==> src/rtl/argmax_sequencer_pkg.sv <==
// Shared definitions for the argmax sequencer.
//   IDX_W   : width of the class index and of every counter
//   state_t : sequencer FSM states
//             COLLECT = take one frame of scores
//             SCAN    = walk the bank
//             DONE    = hold the result until the consumer takes it
package argmax_sequencer_pkg;

    localparam int IDX_W = 4;

    typedef enum logic [1:0] {
        COLLECT = 2'd0,
        SCAN    = 2'd1,
        DONE    = 2'd2
    } state_t;

endpackage

==> src/rtl/argmax_sequencer_if.sv <==
// Bus between the argmax sequencer and its producer/consumer.
//   score_in / score_valid / score_ready : score stream into the block
//   result_valid / result_ready          : frame result out of the block
//   max_number / max_value               : winning class index and its score
// Handshake rule for both channels: a beat transfers on a rising clock
// edge where valid and ready are both 1. The block drives score_ready and
// result_valid from its state only, so they never depend combinationally
// on the other side's valid/ready.
// The master modport is the producer/consumer side; slave is the block.
interface argmax_sequencer_if #(
    parameter int DATA_W = 25
);
    logic [DATA_W-1:0]                      score_in;
    logic                                   score_valid;
    logic                                   score_ready;
    logic                                   result_valid;
    logic                                   result_ready;
    logic [argmax_sequencer_pkg::IDX_W-1:0] max_number;
    logic [DATA_W-1:0]                      max_value;

    modport master (
        output score_in, score_valid, result_ready,
        input  score_ready, result_valid, max_number, max_value
    );

    modport slave (
        input  score_in, score_valid, result_ready,
        output score_ready, result_valid, max_number, max_value
    );
endinterface

==> src/rtl/argmax_sequencer_score_bank.sv <==
// Score bank: N_CLASS x DATA_W register file, one write port and one
// asynchronous read port. Contents are not reset; every entry is written
// before it is read in a frame.
//   clk     : clock
//   we      : write enable
//   wr_addr : write entry
//   wr_data : write data
//   rd_addr : read entry
//   rd_data : read data (combinational from rd_addr)
module score_bank
    import argmax_sequencer_pkg::*;
#(
    parameter int DATA_W  = 25,
    parameter int N_CLASS = 10
) (
    input  logic              clk,
    input  logic              we,
    input  logic [IDX_W-1:0]  wr_addr,
    input  logic [DATA_W-1:0] wr_data,
    input  logic [IDX_W-1:0]  rd_addr,
    output logic [DATA_W-1:0] rd_data
);
    // Only the low address bits needed to reach N_CLASS entries are used;
    // the counters driving the addresses never exceed N_CLASS-1.
    localparam int AW = (N_CLASS > 1) ? $clog2(N_CLASS) : 1;

    logic [DATA_W-1:0] mem [N_CLASS];

    always_ff @(posedge clk) begin
        if (we) begin
            mem[wr_addr[AW-1:0]] <= wr_data;
        end
    end

    assign rd_data = mem[rd_addr[AW-1:0]];

endmodule

==> src/rtl/argmax_sequencer.sv <==
// Argmax sequencer: collects one frame of N_CLASS unsigned scores, scans
// them one per cycle and presents the index and value of the largest.
// Ties go to the lowest index; an all-zero frame yields index 0, value 0.
//   clk   : rising-edge clock
//   rst   : synchronous active-high reset
//   bus   : score stream in, result out (slave side)
//   busy  : high unless idle in COLLECT with no scores held
//   state : current FSM state, for observation
module argmax_sequencer
    import argmax_sequencer_pkg::*;
#(
    parameter int DATA_W  = 25,
    parameter int N_CLASS = 10
) (
    input  logic                clk,
    input  logic                rst,
    argmax_sequencer_if.slave   bus,
    output logic                busy,
    output state_t              state
);
    localparam logic [IDX_W-1:0] LAST = IDX_W'(N_CLASS - 1);

    state_t            state_next;
    logic [IDX_W-1:0]  wr_cnt;
    logic [IDX_W-1:0]  rd_cnt;
    logic [IDX_W-1:0]  best_idx;
    logic [DATA_W-1:0] best_val;
    logic [DATA_W-1:0] rd_data;
    logic              xfer;
    logic              cand_gt;
    logic [IDX_W-1:0]  scan_idx;
    logic [DATA_W-1:0] scan_val;

    assign xfer = bus.score_valid && bus.score_ready;

    score_bank #(
        .DATA_W  (DATA_W),
        .N_CLASS (N_CLASS)
    ) u_bank (
        .clk     (clk),
        .we      (xfer),
        .wr_addr (wr_cnt),
        .wr_data (bus.score_in),
        .rd_addr (rd_cnt),
        .rd_data (rd_data)
    );

    // Strictly-greater replace keeps the earliest index on ties.
    assign cand_gt  = rd_data > best_val;
    assign scan_val = cand_gt ? rd_data : best_val;
    assign scan_idx = cand_gt ? rd_cnt : best_idx;

    // State register
    always_ff @(posedge clk) begin
        if (rst) begin
            state <= COLLECT;
        end else begin
            state <= state_next;
        end
    end

    // Next-state logic
    always_comb begin
        state_next = state;
        case (state)
            COLLECT: if (xfer && wr_cnt == LAST)  state_next = SCAN;
            SCAN:    if (rd_cnt == LAST)          state_next = DONE;
            DONE:    if (bus.result_ready)        state_next = COLLECT;
            default:                              state_next = COLLECT;
        endcase
    end

    // Outputs decoded from state only
    always_comb begin
        bus.score_ready  = (state == COLLECT);
        bus.result_valid = (state == DONE);
        busy             = !((state == COLLECT) && (wr_cnt == '0));
    end

    // Counters, running best and the registered result
    always_ff @(posedge clk) begin
        if (rst) begin
            wr_cnt         <= '0;
            rd_cnt         <= '0;
            best_idx       <= '0;
            best_val       <= '0;
            bus.max_number <= '0;
            bus.max_value  <= '0;
        end else begin
            if (xfer) begin
                wr_cnt <= (wr_cnt == LAST) ? '0 : wr_cnt + IDX_W'(1);
            end
            case (state)
                COLLECT: begin
                    // Holding these at zero makes SCAN start from a clean best.
                    best_idx <= '0;
                    best_val <= '0;
                    rd_cnt   <= '0;
                end
                SCAN: begin
                    best_idx <= scan_idx;
                    best_val <= scan_val;
                    if (rd_cnt == LAST) begin
                        rd_cnt         <= '0;
                        bus.max_number <= scan_idx;
                        bus.max_value  <= scan_val;
                    end else begin
                        rd_cnt <= rd_cnt + IDX_W'(1);
                    end
                end
                default: ;
            endcase
        end
    end

endmodule

==> src/flat_wrapper.sv <==
// flat-port wrapper written by rule: the top's interface ports become plain ports
module argmax_sequencer_flat import argmax_sequencer_pkg::*;
#(
    parameter int DATA_W  = 25,
    parameter int N_CLASS = 10
)
  (clk, rst, busy, state, bus_score_in, bus_score_valid, bus_result_ready, bus_score_ready, bus_result_valid, bus_max_number, bus_max_value);
  argmax_sequencer_if #(.DATA_W(DATA_W)) bus_i ();
  input  logic clk;
  input  logic rst;
  output logic busy;
  output state_t state;
  input wire logic [$bits(bus_i.score_in)-1:0] bus_score_in;
  input wire logic [$bits(bus_i.score_valid)-1:0] bus_score_valid;
  input wire logic [$bits(bus_i.result_ready)-1:0] bus_result_ready;
  output wire logic [$bits(bus_i.score_ready)-1:0] bus_score_ready;
  output wire logic [$bits(bus_i.result_valid)-1:0] bus_result_valid;
  output wire logic [$bits(bus_i.max_number)-1:0] bus_max_number;
  output wire logic [$bits(bus_i.max_value)-1:0] bus_max_value;
  assign bus_i.score_in = bus_score_in;
  assign bus_i.score_valid = bus_score_valid;
  assign bus_i.result_ready = bus_result_ready;
  assign bus_score_ready = bus_i.score_ready;
  assign bus_result_valid = bus_i.result_valid;
  assign bus_max_number = bus_i.max_number;
  assign bus_max_value = bus_i.max_value;
  argmax_sequencer #(.DATA_W(DATA_W), .N_CLASS(N_CLASS)) u_core (.clk(clk), .rst(rst), .bus(bus_i), .busy(busy), .state(state));
endmodule
==> config.mk <==
export PLATFORM = sky130hd
export DESIGN_NAME = argmax_sequencer_flat
export DESIGN_NICKNAME = d
export VERILOG_FILES = /design/src/rtl/argmax_sequencer_pkg.sv /design/src/rtl/argmax_sequencer_if.sv /design/src/rtl/argmax_sequencer_score_bank.sv /design/src/rtl/argmax_sequencer.sv /design/src/flat_wrapper.sv
export SDC_FILE = /design/constraint.sdc
export NUM_CORES = 1
export LEC_CHECK = 0
export ABC_AREA = 1
export CAP_MARGIN = 20
export CELL_PAD_IN_SITES_DETAIL_PLACEMENT = 1
export CELL_PAD_IN_SITES_GLOBAL_PLACEMENT = 1
export CORE_UTILIZATION = 49
export CTS_BUF_LIST = sky130_fd_sc_hd__clkbuf_4
export DETAILED_ROUTE_END_ITERATION = 7
export PLACE_DENSITY = 0.81
export REMOVE_ABC_BUFFERS = 1
export SKIP_LAST_GASP = 1
export SYNTH_ARGS = -nofsm -noshare
export SYNTH_HDL_FRONTEND = slang
export SYNTH_SLANG_ARGS = --single-unit
==> constraint.sdc <==
create_clock -name clk -period 3.2 [get_ports clk]
set_input_delay 0.64 -clock clk [delete_from_list [all_inputs] [get_ports clk]]
set_output_delay 0.64 -clock clk [all_outputs]
set_load 0.005 [all_outputs]
-- After elaboration in Yosys (flattened, before gate mapping)
Memory sizes are Yosys's and may differ from the RTL's. A register that Yosys moved wholly into a read port is not among the register bits.
Index checks and enable logic that the tools add are counted.
- output and inout bits: 34
- word-level logic and storage cells: 42
- flip-flop bits (word level): 68
- input port bits: 29
- memories: 1
- memory bits (writable): 250
- memories (memory ; words ; bits a word ; read ports ; clocked after Yosys merged registers in ; wr ports ; RTL line ; text):
    u_core.u_bank.mem ; 10 ; 25 ; 1 ; 1 ; 1 ; argmax_sequencer_score_bank.sv:27 ; logic [DATA_W-1:0] mem [N_CLASS];
- eq/ne operators: 7
- mux-type cells: 15
- add/subtract/negate cells: 2
- reduce and logical (&&, ||, !) cells: 9
- $lt $le $gt $ge: 1
- operators with widths (kind ; number):
    $pmux W25 S2 ; 1
    $gt A25 B25 Y1 ; 1
    $mux W25 ; 1
    $mux W4 ; 5
    $pmux W4 S2 ; 2
    $add A4 B1 Y4 const B ; 2
    $eq A4 B4 Y1 const B ; 2
    $mux W2 ; 3
    $pmux W2 S3 ; 1
    $logic_not A4 Y1 ; 1
    $ne A2 B2 Y1 const B ; 2
    $logic_and A1 B1 Y1 ; 3
    $reduce_and A3 Y1 ; 1
    $eq A2 B1 Y1 const B ; 1
    $eq A2 B2 Y1 const B ; 1
    $logic_not A2 Y1 ; 1
    $mux W1 ; 2
    $ne A2 B1 Y1 const B ; 1
    $reduce_and A2 Y1 ; 1
    $reduce_bool A2 Y1 ; 1
    $logic_not A1 Y1 ; 1

-- Depth between registers and ports, before layout
Gate-level depths: netlist (run 1).
- word-level depth: 5
- mapped depth: 25
- depth with buffers taken out: 22

-- Hierarchy
A second synthesis (run 1) with hierarchy kept.
- cells, all modules: 1595
- area, all modules: 14562.7 µm²
- modules (own cells, without submodules) (module ; seq. area each (µm²) ; instances ; cells an instance ; area each (µm²)):
    score_bank ; 7507.2 ; 1 ; 973 ; 10531.4
    argmax_sequencer ; 1361.3 ; 1 ; 622 ; 4031.4

-- Worst setup path after synthesis (run 1)
No wires, ideal clock.
- kind: reg2reg
- start: register with a tool-made name
- end: register u_core.bus.max_number[1]
- data arrival time: 2.593 ns
- period minus slack after synthesis: 2.702 ns
- data required time: 3.091 ns
- path buffers: 5
- library setup time: 0.109 ns
- stages on the path, launching flop included: 24
- setup slack: 0.498 ns
- cells stage by stage: dfxtp_1 -> buf_4 -> buf_6 -> buf_2 -> nor2_1 -> nor2_1 -> o21ai_1 -> o211ai_1 -> nand3_1 -> nand2_1 -> ha_1 -> nand2_1 -> nor2_1 -> nand2_1 -> nor3_4 -> nand2_1 -> nand3_2 -> buf_6 -> buf_8 -> nand3_2 -> nand2_1 -> nand2_1 -> nand2_1 -> inv_1
- RTL lines (element ; RTL line ; text):
    to (signal assigned) ; argmax_sequencer.sv:105 ; bus.max_number <= scan_idx;
    to (decl) ; argmax_sequencer_if.sv:28 ; output score_ready, result_valid, max_number, max_value

==> results of run 1 <==
-- registers in the layout, summed over array words and instances (netlist names), named ones only --
register / flops
u_core.best_idx: 4
u_core.rd_cnt: 4
u_core.bus.max_number: 4
u_core.state: 2
u_core.u_bank.mem: 250
u_core.bus.max_value: 25
u_core.wr_cnt: 4
u_core.best_val: 25
-- worst max-delay path, delay by kind of cell, from the launching register on --
kind / cells / cell delay [ns]
AND/OR/NAND/NOR: 15 / 1.76
buffers and inverters: 5 / 0.63
flip-flops: 1 / 0.46
adder cells (fa/ha/maj): 1 / 0.32
-- cell usage after synthesis (all sizes together) --
cell type  number
o31ai           1
ha             27
buf            50
o21ai          33
clkinv          5
clkbuf         25
o211ai          2
a21o            2
nand2         445
nor2          154
nand3b          1
nand3         211
edfxtp        250
inv           253
dfxtp          72
nor3            4
o22ai           1
a21oi          43
nand4           3
-- layer usage --
layer	part of all wire, %	track usage, %	routed length (µm)	vias to the layer above
li1	-	-	-	5446
met1	39	36.1	18600	5948
met2	51	51.9	24000	496
met3	6.3	5.77	2960	138
met4	3.4	13.2	1590	0
met5	0	0	0	-
-- power breakdown --
part | leakage, nW | internal (mW) | switching [mW]
clock network | 0.636 | 1.79 | 1.85
registers | 2.85 | 4.56 | 0.0182
logic | 4.16 | 0.191 | 0.371
-- kinds of logic after synthesis --
logic type               share of synthesized area (%)
AND/OR/NAND/NOR                                   23.9
buffers and inverters                             9.49
flip-flops                                        61.4
AO/OA/AOI/OAI                                     2.91
adder cells (fa/ha/maj)                           2.32
-- worst paths after layout --
| check | end | slack (ns) | cells after the start |
|---|---|---|---|
| min | u_core.best_val[14] | 0.46 | 2 |
| min reg2reg | u_core.best_val[14] | 0.46 | 2 |
| max | u_core.bus.max_value[13] | -0.12 | 21 |
| max reg2reg | u_core.bus.max_value[13] | -0.12 | 21 |
-- stage by stage --
stage / utilization [%] / power (mW)
2_1_floorplan: - / 4.89
3_5_place_dp: 54.5 / 5.11
6_report: 61.6 / 8.78
3_3_place_gp: 54.5 / 5.08
5_1_grt: 61.6 / 9.10
4_1_cts: 60.2 / 8.70
-- area by class of cell --
type | count | share of cell area [%]
clock buffer | 123 | 5.17
tap | 384 | 2.69
antenna | 1 | 0.0140
inverter | 258 | 5.51
sequential | 322 | 50.1
multi-input combinational | 929 | 26.5
clock inverter | 30 | 0.820
timing repair buffer | 150 | 9.16
-- repair_timing --
action,in CTS,in global routing
pin swaps,18,21
gates resized for setup,50,87
buffers inserted,16,15
setup endpoints to repair,53,58
gates cloned,9,1
hold buffers,0,0
==> impl_metrics.env, run 1 <==
export IMPL_maxSlewViolCount=0
export IMPL_die_width_um=175
export IMPL_grt_pass1_wl_um=69600
export IMPL_crit_required_ns=3.80
export IMPL_instances_no_fill=2197
export IMPL_synth_area_mm2=0.0146
export IMPL_synthTopCellsByArea="edfxtp_1 (51%), nand2_1 (11%), dfxtp_1 (9.9%)"
export IMPL_setup_tns_ns=-1.92
export IMPL_drt_iter0_drc=1158
export IMPL_syn_avg_cell_area_um2=9.22
export IMPL_dp_hpwl_um=24800
export IMPL_final_cell_mix="nand2_1 (403), edfxtp_1 (250), inv_1 (242)"
export IMPL_ir_drop_mv=0.287
export IMPL_cts_buffers=87
export IMPL_multi_input_area_mm2=0.00473
export IMPL_rsz0062_at_grt="true"
export IMPL_routed_wl_um=47100
export IMPL_clk_pin_slew_ns=0.07
export IMPL_synthToLayoutAreaGrowth_pct=22.5
export IMPL_cts_buffer_depth=3
export IMPL_io_pins=63
export IMPL_setup_ws_ns=-0.119
export IMPL_clock_fmax_mhz=301
export IMPL_vias=12000
export IMPL_routed_via_density=5.47
export IMPL_ys_seq_elements=322
export IMPL_wl_per_cell_um=21.4
export IMPL_max_stage_delay_ns=0.46
export IMPL_cts_root_buf="clkbuf_4"
export IMPL_htreeDepth=3
export IMPL_placed_cells=2005
export IMPL_slew_headroom_pct=56.6
export IMPL_place_port_buffers=62
export IMPL_cts_sinks=322
export IMPL_dr_pass1_iters=5
export IMPL_place_congestion=0.804
export IMPL_start_kind="register"
export IMPL_worstHoldPathType="reg2reg"
export IMPL_postSynthCellCount=1582
export IMPL_worst_slew_pin_slew_ns=0.651
export IMPL_grt_max_degree=60
export IMPL_arrival_ns=3.92
export IMPL_regArea_mm2=0.00896
export IMPL_layout_worst_path_cycle_share_pct=104
export IMPL_period_needed_ns=3.32
export IMPL_power_density_mw_per_mm2=492
export IMPL_netlist_top_cell_by_area="edfxtp_1"
export IMPL_overflow=0
export IMPL_yosysTopAreaCellShare_pct=51.5
export IMPL_antenna_found_initial=1
export IMPL_timing_hold_ws_ns=0.458
export IMPL_path_cells="clkinv_8 > buf_4 > nand2_1 > nand2_1 > nand2_1 > nand3_1 > nand3_2 > nand2_2 > ha_1 > nand2_1 > nor2_4 > inv_2 > nor3_4 > nand2_2 > nand3_4 > buf_8 > nand3_2 > nand2_1 > nand2_1 > nand2_1 > inv_1"
export IMPL_start_util_pct=50.3
export IMPL_cp_end_kind="register"
export IMPL_antenna_left=0
export IMPL_grt_pass1_vias=12800
export IMPL_die_area_mm2=0.0305
export IMPL_core_area_mm2=0.0290
export IMPL_stdcell_area_mm2=0.0179
export IMPL_synth_distinct_cells=31
export IMPL_criticalPathCategory="reg2reg"
export IMPL_crit_fanout=9
export IMPL_ys_warn_count=0
export IMPL_yosysSeqAreaShare_pct=61.4
export IMPL_clk_latency_ns=0.75
export IMPL_cts_tree="yes"
export IMPL_fill_cells=3232
export IMPL_dpl_cell_area_mm2=0.0158
export IMPL_pre_cts_slack_ns=-0.0445
export IMPL_clock_skew_ns=0.0496
export IMPL_drive_gt1_share_pct=19.4
export IMPL_drc=0
export IMPL_p_leak_nw=7.64
export IMPL_nets=1804
export IMPL_cap_violations=0
export IMPL_worst_path_most_repeated_cell="nand2_1"
export IMPL_outcome="finished, violations left"
export IMPL_failed_checks="setup timing"
export IMPL_num_rows=62
export IMPL_slowest_stage="dfxtp_4"
export IMPL_hold_violations=0
export IMPL_final_common_cell="nand2_1"
export IMPL_globalRouteTotalUtil_pct=29.9
export IMPL_hold_start="u_core.best_val[14]"
export IMPL_finalSetupViolations=48
export IMPL_die_y_um=175
Power figures use the tool's default switching activity.
==> run 2: changes to the inputs <==
CORE_MARGIN = 3   (was default)
==> impl_metrics.env, run 2 (synthesis gave the netlist of run 1 again) <==
export IMPL_power_density_mw_per_mm2=508
export IMPL_clock_skew_ns=0.0528
export IMPL_cts_buffers=86
export IMPL_clk_pin_slew_ns=0.07
export IMPL_outcome="finished clean"
export IMPL_crit_fanout=28
export IMPL_total_power_mw=8.72
export IMPL_grt_max_degree=60
export IMPL_grt_pass1_wl_um=62900
export IMPL_die_area_mm2=0.0319
export IMPL_nets=1763
export IMPL_die_width_um=179
export IMPL_dr_pass1_iters=5
export IMPL_cp_end_kind="register"
export IMPL_layout_worst_path_cycle_share_pct=97.5
export IMPL_switching_share_pct=24.1
export IMPL_place_congestion=0.797
export IMPL_power_frac_seq_pct=52.5
export IMPL_drive_gt1_share_pct=14.8
export IMPL_routed_via_density=5.37
export IMPL_place_port_buffers=62
export IMPL_antenna_left=0
export IMPL_synthToLayoutAreaGrowth_pct=17.8
export IMPL_met3_usage_pct=4.56
export IMPL_start_kind="register"
export IMPL_start_util_pct=50.3
export IMPL_vias=11600
export IMPL_io_pins=63
export IMPL_grt_use_met2_pct=44.6
export IMPL_period_needed_ns=3.12
export IMPL_drc=0
export IMPL_slew_headroom_pct=58.5
export IMPL_criticalPathCategory="reg2reg"
export IMPL_hold_start="rst"
export IMPL_grt_pass1_vias=11800
export IMPL_switchingPower_mw=2.10
export IMPL_cts_tree="yes"
export IMPL_cap_violations=0
export IMPL_antenna_found_initial=1
export IMPL_htreeDepth=3
export IMPL_timing_hold_ws_ns=0.391
export IMPL_worstHoldPathType="in2reg"
export IMPL_gr_max_usage_layer="met2"
export IMPL_finalSetupViolations=0
export IMPL_clock_fmax_mhz=320
export IMPL_arrival_ns=3.74
export IMPL_worst_slew_pin_slew_ns=0.623
export IMPL_final_cell_mix="nand2_1 (436), edfxtp_1 (250), inv_1 (243)"
export IMPL_globalRouteTotalUtil_pct=25.6
export IMPL_hold_violations=0
export IMPL_grt_use_met1_pct=32.3
export IMPL_core_area_mm2=0.0290
export IMPL_rsz0062_at_grt="true"
export IMPL_die_y_um=179
export IMPL_p_leak_nw=7.38
export IMPL_clk_latency_ns=0.73
export IMPL_maxSlewViolCount=0
export IMPL_wl_per_cell_um=19.9
export IMPL_largest_register_ff_count=250
export IMPL_intPower_mw=6.62
export IMPL_final_common_cell="nand2_1"
export IMPL_routed_wl_um=42900
export IMPL_p_comb_share_pct=5.7
export IMPL_cts_sinks=322
export IMPL_cts_root_buf="clkbuf_4"
export IMPL_pwr_share_clk_pct=41.9
export IMPL_dp_hpwl_um=24100
export IMPL_ir_drop_mv=0.321
export IMPL_crit_required_ns=3.82
export IMPL_num_rows=62
export IMPL_drt_iter0_drc=945
export IMPL_overflow=0
export IMPL_cts_buffer_depth=3
## run 2: layout make-up
cell class	instances	area (µm²)
Clock buffer	134	1010
Tap cell	384	480
Sequential cell	322	8950
Multi-Input combinational cell	930	4430
Fill cell	3334	11800
Antenna cell	1	2.50
Clock inverter	16	90.1
Timing Repair Buffer	109	1230
Inverter	258	978
## run 2: per-layer routing
layer	vias up	share of wire, %
li1	5367	-
met1	5672	41
met2	432	51
met3	87	6.3
met4	0	2.4
met5	-	0
## run 2: metrics by stage
step	instance area, µm²	utilization [%]	std cells	TNS, ns	setup WS (ns)
2_1_floorplan	14200	-	1507	-174.24	-3.07
3_3_place_gp	15700	54.0	1987	0	0.224
3_5_place_dp	15700	54.0	1987	0	0.108
4_1_cts	16800	57.8	2137	0	0.0724
5_1_grt	17200	59.2	2154	-2.91	-0.116
6_report	17200	59.2	2154	0	0.0790
## run 2: final timing paths
check / depth (start not counted) / end / slack [ns]
worst min-delay path: 2 / u_core.state[0] / 0.39
worst max register to register: 19 / u_core.best_val[6] / 0.08
worst max-delay path: 19 / u_core.best_val[6] / 0.08
worst min register to register: 2 / u_core.best_val[19] / 0.46
## run 2: what timing repair did
action	in CTS	in global routing
setup buffers	0	8
setup endpoints to repair	0	58
hold buffers	0	0
gates resized for setup	0	42
## run 2: worst max-delay path, stage by stage (launching register included)
cell and delay (ns):
dfxtp_4 0.41, buf_16 0.19, nor2_1 0.18, nor2_1 0.08, o21ai_2 0.06, o211ai_1 0.14
nand3_1 0.18, nand2_2 0.10, ha_4 0.29, nand2_1 0.07, nor2_2 0.13, nand2_2 0.09
nor3_4 0.26, nand2_2 0.12, nand3_4 0.12, buf_4 0.18, nand2_4 0.12, nand2_1 0.10
nand3_1 0.07, a21oi_1 0.17
## run 2: power groups by stage
stage	clock, mW	combinational (mW)	sequential [mW]
floorplan	0	0.233	4.66
detailed placement	0	0.443	4.66
global placement	0	0.417	4.66
global route	3.98	0.545	4.58
CTS	3.73	0.447	4.58
finish	3.65	0.496	4.58
